**config.mk**
```make
export PLATFORM = sky130hd
export DESIGN_NAME = bsg_tag_packet_decoder
export DESIGN_NICKNAME = d
export VERILOG_FILES = /design/src/rtl/bsg_tag_packet_decoder.sv
export SDC_FILE = /design/constraint.sdc
export NUM_CORES = 1
export LEC_CHECK = 0
export CAP_MARGIN = 20
export CORE_ASPECT_RATIO = 1.25
export CORE_MARGIN = 2
export CORE_UTILIZATION = 30
export CTS_CLUSTER_DIAMETER = 40
export DETAILED_ROUTE_END_ITERATION = 8
export MAX_ROUTING_LAYER = met4
export SLEW_MARGIN = 20
export SYNTH_ARGS = -nofsm -noshare
export SYNTH_HDL_FRONTEND = slang
export SYNTH_SLANG_ARGS = --single-unit
```
**constraint.sdc**
```tcl
create_clock -name clk_i -period 2.9 [get_ports clk_i]
set_input_delay 0.58 -clock clk_i [delete_from_list [all_inputs] [get_ports clk_i]]
set_output_delay 0.58 -clock clk_i [all_outputs]
set_load 0.05 [all_outputs]
```
**src/rtl/bsg_tag_packet_decoder.sv**
```systemverilog
// Serial tag packet decoder.
// Consumes one bit per enabled cycle from a tag bitstream, frames packets of the
// form {start=1, node id, data_not_reset, len, payload} (all fields LSB first),
// and presents each completed packet on a valid/ready output holding register.
// A run of reset_run_p consecutive ones is a line reset: it aborts whatever
// packet is being framed and forces the framer to wait for a zero.
// Reset assertion is asynchronous; deassertion is expected to arrive already
// aligned to clk_i so the first bit is taken on the first edge after release.
module bsg_tag_packet_decoder #(
    parameter int lg_els_p            = 9,
    parameter int lg_width_p          = 4,
    parameter int max_payload_width_p = 10,
    parameter int reset_run_p         = 64
) (
    input  logic                           clk_i,
    input  logic                           reset_n_i,
    input  logic                           en_i,
    input  logic                           data_i,
    output logic                           v_o,
    input  logic                           ready_i,
    output logic [lg_els_p-1:0]            node_id_o,
    output logic                           data_not_reset_o,
    output logic [lg_width_p-1:0]          len_o,
    output logic [max_payload_width_p-1:0] payload_o,
    output logic                           line_reset_o,
    output logic                           overflow_o,
    output logic                           error_o
);

    // Largest length value the len field can carry.
    localparam int max_len = (1 << lg_width_p) - 1;
    // The field counter must index every id bit and every payload bit.
    localparam int cnt_max = (lg_els_p > max_len) ? lg_els_p : max_len;
    localparam int cnt_w   = $clog2(cnt_max + 1);
    localparam int run_w   = $clog2(reset_run_p + 1);

    typedef enum logic [2:0] {
        WAIT_ZERO = 3'd0,
        IDLE      = 3'd1,
        ID        = 3'd2,
        DNR       = 3'd3,
        LEN       = 3'd4,
        PAYLOAD   = 3'd5
    } state_t;

    state_t state;
    state_t state_next;

    logic [cnt_w-1:0] cnt;
    logic [run_w-1:0] ones;

    // Packet under construction.
    logic [lg_els_p-1:0]            id_sh;
    logic                           dnr_sh;
    logic [lg_width_p-1:0]          len_sh;
    logic [max_payload_width_p-1:0] pay_sh;

    // Shadow fields with the bit consumed this cycle already merged in.
    logic [lg_width_p-1:0]          len_full;
    logic [max_payload_width_p-1:0] pay_full;

    logic id_last;
    logic len_last;
    logic pay_last;
    logic run_hit;

    logic done;
    logic load;
    logic drop;
    logic err_set;
    logic start;

    function automatic logic [lg_els_p-1:0] put_id(
        input logic [lg_els_p-1:0] v,
        input logic [cnt_w-1:0]    idx,
        input logic                b
    );
        logic [lg_els_p-1:0] r;
        r = v;
        for (int i = 0; i < lg_els_p; i++) begin
            if (int'(idx) == i) r[i] = b;
        end
        return r;
    endfunction

    function automatic logic [lg_width_p-1:0] put_len(
        input logic [lg_width_p-1:0] v,
        input logic [cnt_w-1:0]      idx,
        input logic                  b
    );
        logic [lg_width_p-1:0] r;
        r = v;
        for (int i = 0; i < lg_width_p; i++) begin
            if (int'(idx) == i) r[i] = b;
        end
        return r;
    endfunction

    // Payload bits beyond the register width fall through the loop unmatched,
    // which is how over-long payloads are truncated.
    function automatic logic [max_payload_width_p-1:0] put_pay(
        input logic [max_payload_width_p-1:0] v,
        input logic [cnt_w-1:0]               idx,
        input logic                           b
    );
        logic [max_payload_width_p-1:0] r;
        r = v;
        for (int i = 0; i < max_payload_width_p; i++) begin
            if (int'(idx) == i) r[i] = b;
        end
        return r;
    endfunction

    assign len_full = put_len(len_sh, cnt, data_i);
    assign pay_full = put_pay(pay_sh, cnt, data_i);

    assign id_last  = (cnt == cnt_w'(lg_els_p - 1));
    assign len_last = (cnt == cnt_w'(lg_width_p - 1));
    assign pay_last = (({1'b0, cnt} + (cnt_w + 1)'(1)) == (cnt_w + 1)'(len_sh));

    // The consumed bit is the reset_run_p-th one in a row; saturation keeps
    // this from firing again until a zero breaks the run.
    assign run_hit = en_i && data_i && (ones == run_w'(reset_run_p - 1));

    // State register.
    always_ff @(posedge clk_i or negedge reset_n_i) begin
        if (!reset_n_i) state <= WAIT_ZERO;
        else            state <= state_next;
    end

    // Next-state decode; a line reset overrides every field transition.
    always_comb begin
        state_next = state;
        if (en_i) begin
            if (run_hit) begin
                state_next = WAIT_ZERO;
            end else begin
                case (state)
                    WAIT_ZERO: if (!data_i) state_next = IDLE;
                    IDLE:      if (data_i)  state_next = ID;
                    ID:        if (id_last) state_next = DNR;
                    DNR:                    state_next = LEN;
                    LEN: begin
                        if (len_last) state_next = (len_full != '0) ? PAYLOAD : IDLE;
                    end
                    PAYLOAD:   if (pay_last) state_next = IDLE;
                    default:                state_next = WAIT_ZERO;
                endcase
            end
        end
    end

    // Completion, hand-off and status decode for the current bit.
    always_comb begin
        done    = 1'b0;
        err_set = 1'b0;
        start   = 1'b0;
        if (en_i && !run_hit) begin
            case (state)
                IDLE:    start = data_i;
                LEN: begin
                    if (len_last) begin
                        done    = (len_full == '0);
                        err_set = (int'(len_full) > max_payload_width_p);
                    end
                end
                PAYLOAD: done = pay_last;
                default: ;
            endcase
        end
        // A slot frees up either because nothing is held or because the held
        // packet is handed off on this very edge.
        load = done && (!v_o || ready_i);
        drop = done && v_o && !ready_i;
    end

    // Bit counters and packet assembly.
    always_ff @(posedge clk_i or negedge reset_n_i) begin
        if (!reset_n_i) begin
            cnt    <= '0;
            ones   <= '0;
            id_sh  <= '0;
            dnr_sh <= 1'b0;
            len_sh <= '0;
            pay_sh <= '0;
        end else if (en_i) begin
            if (!data_i)                          ones <= '0;
            else if (ones != run_w'(reset_run_p)) ones <= ones + run_w'(1);

            if ((state_next == state) &&
                (state == ID || state == LEN || state == PAYLOAD))
                cnt <= cnt + cnt_w'(1);
            else
                cnt <= '0;

            if (start) begin
                id_sh  <= '0;
                dnr_sh <= 1'b0;
                len_sh <= '0;
                pay_sh <= '0;
            end else if (!run_hit) begin
                case (state)
                    ID:      id_sh  <= put_id(id_sh, cnt, data_i);
                    DNR:     dnr_sh <= data_i;
                    LEN:     len_sh <= len_full;
                    PAYLOAD: pay_sh <= pay_full;
                    default: ;
                endcase
            end
        end
    end

    // Output holding register with valid/ready hand-off and sticky status.
    always_ff @(posedge clk_i or negedge reset_n_i) begin
        if (!reset_n_i) begin
            v_o              <= 1'b0;
            node_id_o        <= '0;
            data_not_reset_o <= 1'b0;
            len_o            <= '0;
            payload_o        <= '0;
            line_reset_o     <= 1'b0;
            overflow_o       <= 1'b0;
            error_o          <= 1'b0;
        end else begin
            line_reset_o <= run_hit;
            if (drop)    overflow_o <= 1'b1;
            if (err_set) error_o    <= 1'b1;

            if (load) begin
                v_o              <= 1'b1;
                node_id_o        <= id_sh;
                data_not_reset_o <= dnr_sh;
                len_o            <= (state == LEN) ? len_full : len_sh;
                payload_o        <= (state == PAYLOAD) ? pay_full : pay_sh;
            end else if (v_o && ready_i) begin
                v_o <= 1'b0;
            end
        end
    end

endmodule

```
# Word-level counts from Yosys, hierarchy flattened
# Index checks and enable logic that the tools add are counted.
[word_totals]
regBits = 66
in_bits = 5
out_inout_bits = 28
[op_classes]
n_addsub = 3
order_cmp = 1
n_eq_ne = 22
n_mux = 57
reduce_logical = 42
[op_table]
columns = ["operator", "n"]
rows = [
  ["$reduce_and 4->1", 9],
  ["$mux 1", 35],
  ["$mux 10", 3],
  ["$eq 4x4->1 const B", 7],
  ["$mux 9", 3],
  ["$mux 3", 8],
  ["$reduce_bool 2->1", 12],
  ["$pmux 3 s6", 1],
  ["$mux 4", 4],
  ["$mux 7", 2],
  ["$eq 4x2->1 const B", 2],
  ["$eq 4x3->1 const B", 2],
  ["$logic_and 1x1->1", 8],
  ["$logic_not 4->1", 2],
  ["$add 7x1->7 const B", 1],
  ["$eq 7x6->1 const B", 1],
  ["$ne 7x7->1 const B", 1],
  ["$eq 3x2->1 const B", 2],
  ["$eq 3x3->1 const B", 2],
  ["$add 4x1->5 const B", 1],
  ["$eq 5x4->1", 1],
  ["$add 4x1->4 const B", 1],
  ["$gt 4x4->1 const B", 1],
  ["$ne 2x1->1 const B", 2],
  ["9 further kinds", 14],
]

# Longest topological paths before layout
# Gate-level depths: netlist of the first run.
[logic_depth]
depth_word = 11
ltp_mapped = 10
ltp_nobuf = 8

# Worst setup path before layout of the first run
# No wires, ideal clock.
[synth_path]
path_kind = "register -> register"
startpoint = "register cnt[0]"
endpoint = "register node_id_o[1]"
setup_ps = 127
arrival_ps = 2102
t_required_ps = 2773
path_slack_ps = 670
path_stages_with_launch = 8
n_path_buf = 1
period_less_slack_ps = 2230
path_cell_list = "dfrtp_1 > ha_1 > or3b_4 > nor3_4 > nand2_1 > a211oi_2 > buf_4 > mux2_1"
[synth_via]
elab_chain_cells = 7
[synth_lines]
columns = ["item", "line_no", "rtl"]
rows = [
  ["start, declared", "49", "logic [cnt_w-1:0] cnt;"],
  ["start signal, assigned", "192", "cnt <= cnt + cnt_w'(1);"],
  ["branches (longest 4 deep; another with $add 4x1->5)", "--", ""],
  ["$pmux 1 s2 (*)", "159", "case (state)"],
  ["$mux 1 (*)", "158", "if (en_i && !run_hit) begin"],
  ["$logic_and 1x1->1 (*)", "173", "load = done && (!v_o || ready_i);"],
  ["end signal, assigned", "231", "node_id_o <= id_sh;"],
  ["end, declared", "21", "output logic [lg_els_p-1:0] node_id_o,"],
]
# Every way passes the cells marked *.
# A chain may end at the register's enable or synchronous reset.

# Worst setup path after layout of the first run
[layout_path]
startpoint = "register cnt[0]"
endpoint = "register node_id_o[7]"
# Same word-level chain as after synthesis.

==> impl_metrics.json, run 1 <==
{
  "met1_length_um": 3661,
  "fmax_mhz": 376.7,
  "placementRows": 43,
  "cts-root-buf": "clkbuf_16",
  "start_util_pct": 30.97,
  "grt_pass1_wl_um": 13490,
  "fin_crit_sh_pct": 91.55,
  "fin_util_pct": 38.39,
  "die_area_mm2": 0.01238,
  "syn_inst": 353,
  "htree_levels": 3,
  "wl_per_cell_um": 15.11,
  "yosysWarnings": 0,
  "num_vias": 2721,
  "rsz0062_at_grt": "false",
  "worst-setup-path-type": "flop to flop",
  "cts_tree": "done",
  "fin_worst_skew_ns": 0.006801,
  "design_area_mm2": 0.004275,
  "vias_per_cell": 5.124,
  "synth_edf_count": 0,
  "overflow": 0,
  "synth.most_common_cell": "dfrtp_1",
  "place_inst": 516,
  "ant_nets": 0,
  "setup_violations": 0,
  "synth_top_area_cell": "dfrtp_1",
  "clock_latency_ns": 0.33,
  "drtPass1Iterations": 4,
  "synth_top_area_share_pct": 47.88,
  "final-max-slew-violation-count": 0,
  "cts.clk_slew.worst_paths_ns": 0.05,
  "worstSetupStartpointType": "flop",
  "die_w_um": 99.91,
  "dp_hpwl_um": 5762,
  "grt_max_degree": 39,
  "worstReg2RegStart": "cnt[0]",
  "cp-end-kind": "flop",
  "instances_no_fill": 531,
  "cts.repair.resized": 0,
  "ys_seq_elements": 66,
  "timing.rr.end": "node_id_o[7]",
  "syn_avg_cell_area_um2": 9.772,
  "fin_nets": 403,
  "yosys_most_used_dff": "dfrtp_1",
  "syn-num-nets": 364,
  "r2r_slack_ns": 0.25,
  "cp.required_ns": 3.11,
  "clock_sinks": 66,
  "chipHeight_um": 123.9,
  "fin_tns_setup_ns": 0,
  "routed-wl-met2_um": 4012,
  "synth_area_leaders": "dfrtp_1 (48%), o21ai_0 (5.9%), mux2i_1 (4.1%), a21oi_1 (3.5%), nand2_1 (3.4%)",
  "synthTopCellsByCount": "dfrtp_1 (66), o21ai_0 (41), nand2_1 (31)",
  "drc": 0,
  "synth-seq-area-share_pct": 47.88,
  "critPathArrivalTime_ns": 2.86,
  "netlist_area_mm2": 0.003450,
  "routed_wl_um": 8026,
  "drv_cap": 0,
  "relSlewSlack_pct": 47.18,
  "hold_viol_final": 0,
  "postCtsSetupBuffers": 0,
  "ctsHoldBuffers": 0,
  "port-buffer-count": 32,
  "antenna_cells": 0,
  "clk_path_buf_depth": 2,
  "top_layer_used": "met4",
  "coreArea_mm2": 0.01114,
  "first_global_vias": 2656,
  "antenna_found_initial": 0,
  "syn_to_final_growth_pct": 23.94,
  "period_needed_ns": 2.655,
  "p_per_area_mw_per_mm2": 879.2,
  "reg2regPathDepth": 8,
  "grt_util_all_layers_pct": 14.42,
  "synthArstFlopShare_pct": 100.0,
  "pin_count": 33,
  "drive_gt1_share_pct": 15.15,
  "gp_congestion": 0.8496,
  "worst_pin_slew_ns": 0.7923,
  "p_leak_uw": 0.001827,
  "ys_types": 57,
  "dr_wl_met3_um": 244,
  "min_path_type": "input pin to asynchronous set/reset pin",
  "status": "finished, final reports clean",
  "holdWs_ns": 0.3353,
  "drt_iter0_drc": 156,
  "peakVddDrop_mv": 0.3482,
  "cp_max_fo": 38,
  "placed_area_mm2": 0.003989,
  "cts_buffers": 9
}
==> stage by stage <==
step                      setup WS (ns)  total power (uW)
after floorplan                  0.6702              2264
after global placement           0.2411              2717
after detailed placement         0.1949              2736
after CTS                        0.2599              3805
after global routing            0.05013              3983
final                            0.2450              3759
==> state kept, by name, summed over array words and instances (netlist names), 3 cells and up <==
signal	count
id_sh	9
len_sh	4
len_o	4
payload_o	10
ones	7
state	3
node_id_o	9
cnt	4
pay_sh	10
==> critical path, cell delays in order, from the launching register on <==
cell and delay [ns]:
dfrtp_1 0.43, inv_1 0.13, ha_1 0.34, nor2b_1 0.09, a2111oi_1 0.45, nand2_1 0.19, a211oi_4 0.29, buf_12 0.25
mux2_2 0.36
==> cell usage in the layout, fill, tap and decap left out, drive strengths merged, types with 4 or more instances in the layout <==
cell type / count
dfrtp: 66
o21ai: 44
nand2: 31
clkdlybuf4s50: 31
a21oi: 30
nor2: 22
buf: 21
nand3: 16
mux2i: 14
inv: 12
clkbuf: 12
mux2: 10
a31oi: 9
nor2b: 6
ha: 6
xnor2: 5
nor3: 4
==> layer usage <==
layer	track usage (%)	up-vias
li1	-	1346
met1	17.60	1328
met2	23.14	40
met3	3.479	7
met4	5.736	0
met5	-	-
==> power by group <==
group	internal, uW	switching (uW)
combinational	507	902
clock	680	369
sequential	1130	174
==> how the worst max path moves through the flow <==
| stage | from | endpoint | slack (ns) |
|---|---|---|---|
| floorplan | cnt[0] | node_id_o[1] | 0.67 |
| global placement | data_i | node_id_o[7] | 0.24 |
| detailed placement | data_i | node_id_o[7] | 0.19 |
| CTS | cnt[0] | node_id_o[7] | 0.26 |
| global route | cnt[0] | node_id_o[7] | 0.05 |
| finish | cnt[0] | node_id_o[7] | 0.25 |
==> final cells by class <==
class	count	area, um^2
clock buffer	12	246.5
clock inverter	3	40.04
fill	1075	6862
inverter	12	45.04
multi-input combinational	251	1633
sequential	66	1652
tap	135	168.9
timing repair buffer	52	490.5
==> cell families after synthesis <==
family                   count (synthesis)  synth area share [%]
multiplexers                            24                 7.327
flip-flops                              66                 47.88
XOR/XNOR                                 8                 2.031
AO/OA/AOI/OAI                          107                 19.19
buffers and inverters                   36                 5.186
AND/OR/NAND/NOR                        106                 16.21
adder cells (fa/ha/maj)                  6                 2.176
No activity file was read; power rests on OpenSTA's default activity.
==> run 2: changes to the inputs <==
--- a/config.mk
+++ b/config.mk
@@ -9,6 +9,7 @@
 export CORE_ASPECT_RATIO = 1.25
 export CORE_MARGIN = 2
 export CORE_UTILIZATION = 30
+export CTS_BUF_LIST = sky130_fd_sc_hd__clkbuf_16
 export CTS_CLUSTER_DIAMETER = 40
 export DETAILED_ROUTE_END_ITERATION = 8
 export MAX_ROUTING_LAYER = met4
==> impl_metrics.json, run 2 (synthesis gave the netlist of run 1 again) <==
{
  "routed_wl_um": 8051,
  "clock_latency_ns": 0.33,
  "p_sw_uw": 1448,
  "cts_tree": "done",
  "rsz0062_at_grt": "false",
  "fin_worst_skew_ns": 0.006432,
  "num_vias": 2735,
  "cts_buffers": 9,
  "pwr-share-clk_pct": 27.3,
  "pin_count": 33,
  "fin_tns_setup_ns": 0,
  "drc": 0,
  "cts.clk_slew.worst_paths_ns": 0.05,
  "fin_crit_sh_pct": 91.96,
  "ant_nets": 0,
  "biggestRegsByFlops": "pay_sh (10), payload_o (10)",
  "wl_per_cell_um": 15.16,
  "ctsHoldBuffers": 0,
  "reg2regPathDepth": 8,
  "die_area_mm2": 0.01238,
  "worstReg2RegStart": "cnt[0]",
  "final-max-slew-violation-count": 0,
  "cp_max_fo": 38,
  "p_leak_uw": 0.001830,
  "cts-root-buf": "clkbuf_16",
  "holdWs_ns": 0.3342,
  "drv_cap": 0,
  "hold_viol_final": 0,
  "drive_gt1_share_pct": 14.90,
  "crit_start": "cnt[0]",
  "drtPass1Iterations": 4,
  "gp_congestion": 0.8496,
  "fin_nets": 403,
  "first_global_vias": 2662,
  "cp_cell_sequence": "inv_1, ha_1, nor2b_1, a2111oi_1, nand2_1, a211oi_4, buf_12, mux2_2",
  "cp.required_ns": 3.11,
  "syn_to_final_growth_pct": 23.65,
  "antenna_found_initial": 0,
  "layout_common_cells": "dfrtp_1 (66), o21ai_0 (41), nand2_1 (31), clkdlybuf4s50_1 (31), a21oi_1 (24)",
  "worstSetupStartpointType": "flop",
  "crit_buf_inv": 2,
  "crit_family": "compound AO/OA/AOI/OAI gates",
  "cp-end-kind": "flop",
  "p_total_uw": 3729,
  "grt_max_degree": 39,
  "grt_pass1_wl_um": 13500,
  "drt_iter0_drc": 120,
  "period_needed_ns": 2.667,
  "seqPwrFrac_pct": 34.9,
  "multi_input_area_mm2": 0.001633,
  "peakVddDrop_mv": 0.3536,
  "postCtsSetupBuffers": 0,
  "vias_per_cell": 5.151,
  "chipHeight_um": 123.9,
  "die_w_um": 99.91,
  "fillers": 1079,
  "combPwrFrac_pct": 37.8,
  "status": "finished, final reports clean",
  "setup_violations": 0,
  "grt_util_all_layers_pct": 14.43,
  "fmax_mhz": 375.0,
  "timing.rr.end": "node_id_o[7]",
  "worst_pin_slew_ns": 0.7974,
  "cts.repair.resized": 0,
  "clock_sinks": 66,
  "crit_slowest_cell": "a2111oi_1",
  "htree_levels": 3,
  "r2r_slack_ns": 0.23,
  "cpPeakStageDelay_ns": 0.45,
  "placementRows": 43,
  "clk_path_buf_depth": 2,
  "relSlewSlack_pct": 46.84,
  "coreArea_mm2": 0.01114,
  "start_util_pct": 30.97,
  "p_per_area_mw_per_mm2": 874.2,
  "p_sw_share_pct": 38.83,
  "dp_hpwl_um": 5762,
  "p_int_uw": 2281,
  "port-buffer-count": 32,
  "antenna_cells": 0,
  "overflow": 0,
  "layout_commonest_cell": "dfrtp_1",
  "worst-setup-path-type": "flop to flop",
  "critPathArrivalTime_ns": 2.88,
  "min_path_type": "input pin to asynchronous set/reset pin",
  "regArea_mm2": 0.001652
}
## run 2: changes by cell type in the layout (fill, tap and decap cells not counted)
cell and change:
inv_1 +2, clkbuf_1 -2, clkbuf_8 -1, clkinv_1 +1
## run 2: metrics by stage
step | utilization [%] | worst slack, ns | cells | cell area (um^2)
2_1_floorplan | - | 0.6702 | 353 | 3450
3_3_place_gp | 35.82 | 0.2411 | 516 | 3989
3_5_place_dp | 35.82 | 0.1949 | 516 | 3989
4_1_cts | 38.30 | 0.2612 | 531 | 4265
5_1_grt | 38.30 | 0.05091 | 531 | 4265
6_report | 38.30 | 0.2331 | 531 | 4265
## run 2: worst reg2reg max path, stage by stage (launching register included)
cell,delay [ns]
dfrtp_1,0.44
inv_1,0.13
ha_1,0.35
nor2b_1,0.09
a2111oi_1,0.45
nand2_1,0.19
a211oi_4,0.29
buf_12,0.25
mux2_2,0.37
## run 2: power groups by stage
stage          sequential [uW]  combinational, uW  clock [uW]
2_1_floorplan             1640                620           0
3_3_place_gp              1310               1400           0
3_5_place_dp              1320               1420           0
4_1_cts                   1300               1420        1050
5_1_grt                   1330               1530        1090
6_report                  1300               1410        1020
## run 2: layout make-up
cell class,count,area share [%]
multi-input cells,251,38.28
well taps,135,3.960
flip-flops and latches,66,38.72
inverters,12,1.056
clock buffers,9,5.280
repair buffers,52,11.50
clock inverters,6,1.203
## run 2: worst max-delay path by stage
stage               slack [ns]      endpoint  depth (start not counted)
floorplan                 0.67  node_id_o[1]                          7
global placement          0.24  node_id_o[7]                          6
detailed placement        0.19  node_id_o[7]                          6
CTS                       0.26  node_id_o[7]                          8
global route              0.05  node_id_o[7]                          8
finish                    0.23  node_id_o[7]                          8
## run 2: metal layers
layer  global-route usage [%]  wire, um  vias to the layer above
met1                    17.60      3579                     1332
met4                    5.736        89                        0
met2                    23.18      4101                       47
met5                        -         0                        -
li1                         -         -                     1347
met3                    3.479       281                        9
==> run 3: changes to the inputs <==
--- a/config.mk
+++ b/config.mk
@@ -5,6 +5,7 @@
 export SDC_FILE = /design/constraint.sdc
 export NUM_CORES = 1
 export LEC_CHECK = 0
+export ABC_AREA = 1
 export CAP_MARGIN = 20
 export CORE_ASPECT_RATIO = 1.25
 export CORE_MARGIN = 2
@@ -13,6 +14,7 @@
 export CTS_CLUSTER_DIAMETER = 40
 export DETAILED_ROUTE_END_ITERATION = 8
 export MAX_ROUTING_LAYER = met4
+export REMOVE_ABC_BUFFERS = 1
 export SLEW_MARGIN = 20
 export SYNTH_ARGS = -nofsm -noshare
 export SYNTH_HDL_FRONTEND = slang
==> constraint.sdc (replaced) <==
create_clock -name clk_i -period 2.5 [get_ports clk_i]
set_input_delay 0.5 -clock clk_i [delete_from_list [all_inputs] [get_ports clk_i]]
set_output_delay 0.5 -clock clk_i [all_outputs]
set_load 0.05 [all_outputs]
==> impl_metrics.json, run 3 <==
{
  "status": "finished, final reports clean",
  "reg2regPathDepth": 13,
  "antenna_cells": 0,
  "ys_types": 32,
  "overflow": 0,
  "gp_congestion": 0.9418,
  "rsz0062_at_grt": "false",
  "cp.required_ns": 2.71,
  "worst_pin_slew_ns": 0.5097,
  "yosys_most_used_dff": "dfrtp_1",
  "grt_util_all_layers_pct": 14.43,
  "start_util_pct": 30.52,
  "biggestRegsByFlops": "pay_sh (10), payload_o (10)",
  "netlist_area_mm2": 0.003366,
  "timing.rr.end": "payload_o[8]",
  "cp_max_fo": 44,
  "drc": 0,
  "die_area_mm2": 0.01209,
  "pin_count": 33,
  "min_path_type": "input pin to asynchronous set/reset pin",
  "critPathArrivalTime_ns": 2.42,
  "drv_cap": 0,
  "fin_worst_skew_ns": 0.006976,
  "placementRows": 43,
  "holdWs_ns": 0.1705,
  "synth_top_area_share_pct": 49.07,
  "cts.clk_slew.worst_paths_ns": 0.06,
  "postCtsSetupBuffers": 0,
  "period_needed_ns": 2.214,
  "first_global_vias": 2775,
  "place_inst": 580,
  "cts_tree": "done",
  "layout_commonest_cell": "nand2_1",
  "synth_edf_count": 0,
  "num_vias": 2829,
  "routed_wl_um": 7802,
  "pre_cts_slack_ns": -0.04151,
  "cts.repair.resized": 0,
  "grt_pass1_wl_um": 13380,
  "drtPass1Iterations": 4,
  "instances_no_fill": 596,
  "worst-setup-path-type": "flop to flop",
  "synth.most_common_cell": "nand2_1",
  "crit_start": "cnt[0]",
  "syn_to_final_growth_pct": 23.87,
  "port-buffer-count": 32,
  "chipHeight_um": 122.4,
  "cp-end-kind": "flop",
  "htree_levels": 3,
  "ctsHoldBuffers": 0,
  "synthTopCellsByCount": "nand2_1 (110), dfrtp_1 (66), inv_1 (47)",
  "fin_nets": 467,
  "drive_gt1_share_pct": 10.85,
  "synth-seq-area-share_pct": 49.07,
  "fin_crit_sh_pct": 88.56,
  "clk_path_buf_depth": 2,
  "worstReg2RegStart": "cnt[0]",
  "antenna_found_initial": 0,
  "final-max-slew-violation-count": 0,
  "coreArea_mm2": 0.01103,
  "peakVddDrop_mv": 0.5643,
  "p_per_area_mw_per_mm2": 1112,
  "drt_iter0_drc": 166,
  "relSlewSlack_pct": 65.93,
  "grt_max_degree": 45,
  "synth_area_leaders": "dfrtp_1 (49%), nand2_1 (12%), inv_1 (5.2%), o21ai_0 (4.3%), nand3_1 (3.7%)",
  "p_total_uw": 4634,
  "layout_common_cells": "nand2_1 (110), dfrtp_1 (66), inv_1 (48), clkdlybuf4s50_1 (31), o21ai_0 (29)",
  "syn_inst": 414,
  "fin_ws_ns": 0.2859,
  "cts-root-buf": "clkbuf_16",
  "yosysWarnings": 0,
  "clock_latency_ns": 0.33,
  "worstSetupStartpointType": "flop",
  "syn_avg_cell_area_um2": 8.130,
  "dp_hpwl_um": 5979,
  "placed_area_mm2": 0.003859,
  "synth_top_area_cell": "dfrtp_1",
  "clock_sinks": 66,
  "die_w_um": 98.74,
  "design_area_mm2": 0.004169,
  "wl_per_cell_um": 13.09,
  "fmax_mhz": 451.6,
  "setup_violations": 0,
  "hold_viol_final": 0,
  "cts_buffers": 9,
  "ant_nets": 0,
  "vias_per_cell": 4.747,
  "synthArstFlopShare_pct": 100.0,
  "r2r_slack_ns": 0.29,
  "ys_seq_elements": 66,
  "p_leak_uw": 0.001946
}
==> run 3: cell count changes after synthesis, moves of 7 or more <==
cell	delta
o21ai_0	-12
mux2i_1	-14
nand3_1	+9
mux2_2	-9
nor3_1	+7
inv_1	+35
nand2_1	+79
a21oi_1	-8
o21ai_1	+17
clkbuf_1	-12
==> run 3: metrics by stage <==
| step | TNS, ns | utilization [%] |
|---|---|---|
| floorplan | 0 | - |
| global placement | 0 | 34.99 |
| detailed placement | -0.1890 | 34.99 |
| CTS | 0 | 37.80 |
| global route | 0 | 37.80 |
| finish | 0 | 37.80 |
==> run 3: final cells by class <==
type / instances / area [um^2]
clock buffers: 9 / 225.2
clock inverters: 7 / 85.08
fillers: 1130 / 6860
inverters: 51 / 193.9
multi-input cells: 284 / 1426
flip-flops and latches: 66 / 1652
well taps: 135 / 168.9
repair buffers: 44 / 417.9
==> run 3: worst max-delay path, stage by stage (launching register included) <==
cell and delay [ns]:
dfrtp_1 0.48, inv_1 0.12, ha_1 0.38, inv_1 0.07, nand2_1 0.04, nand2_1 0.08, nand3_1 0.07, nor2_1 0.11
nand2_1 0.09, o22ai_2 0.14, nand3_2 0.14, buf_12 0.20, nand2_1 0.08, o21ai_1 0.06
==> run 3: cells by family after synthesis <==
family          after synthesis  synth area share (%)
buf+inv                      64                 8.550
fa+ha+maj                     6                 2.230
compound gates               91                 15.28
flops                        66                 49.07
simple gates                187                 24.87
==> run 3: worst max path at each step <==
stage,endpoint,slack [ns],depth (start not counted)
global placement,ones[6],0.00001,12
CTS,payload_o[8],0.25,13
floorplan,node_id_o[2],0.18,9
detailed placement,cnt[2],-0.04,12
global route,payload_o[8],0.1,13
finish,payload_o[8],0.29,13
==> run 3: where the power goes <==
| part | internal, uW | switching, uW |
|---|---|---|
| clock | 860 | 441 |
| combinational | 584 | 1180 |
| sequential | 1360 | 207 |
==> run 3: per-layer routing <==
layer  wire length (um)  share of wire, %  vias up  track usage, %
met5                  0                 0        -               -
met3                326               4.2       15           3.303
li1                   -                 -     1452               -
met4                135               1.7        0           6.250
met1               3469                44     1310           17.09
met2               3871                50       52           23.68
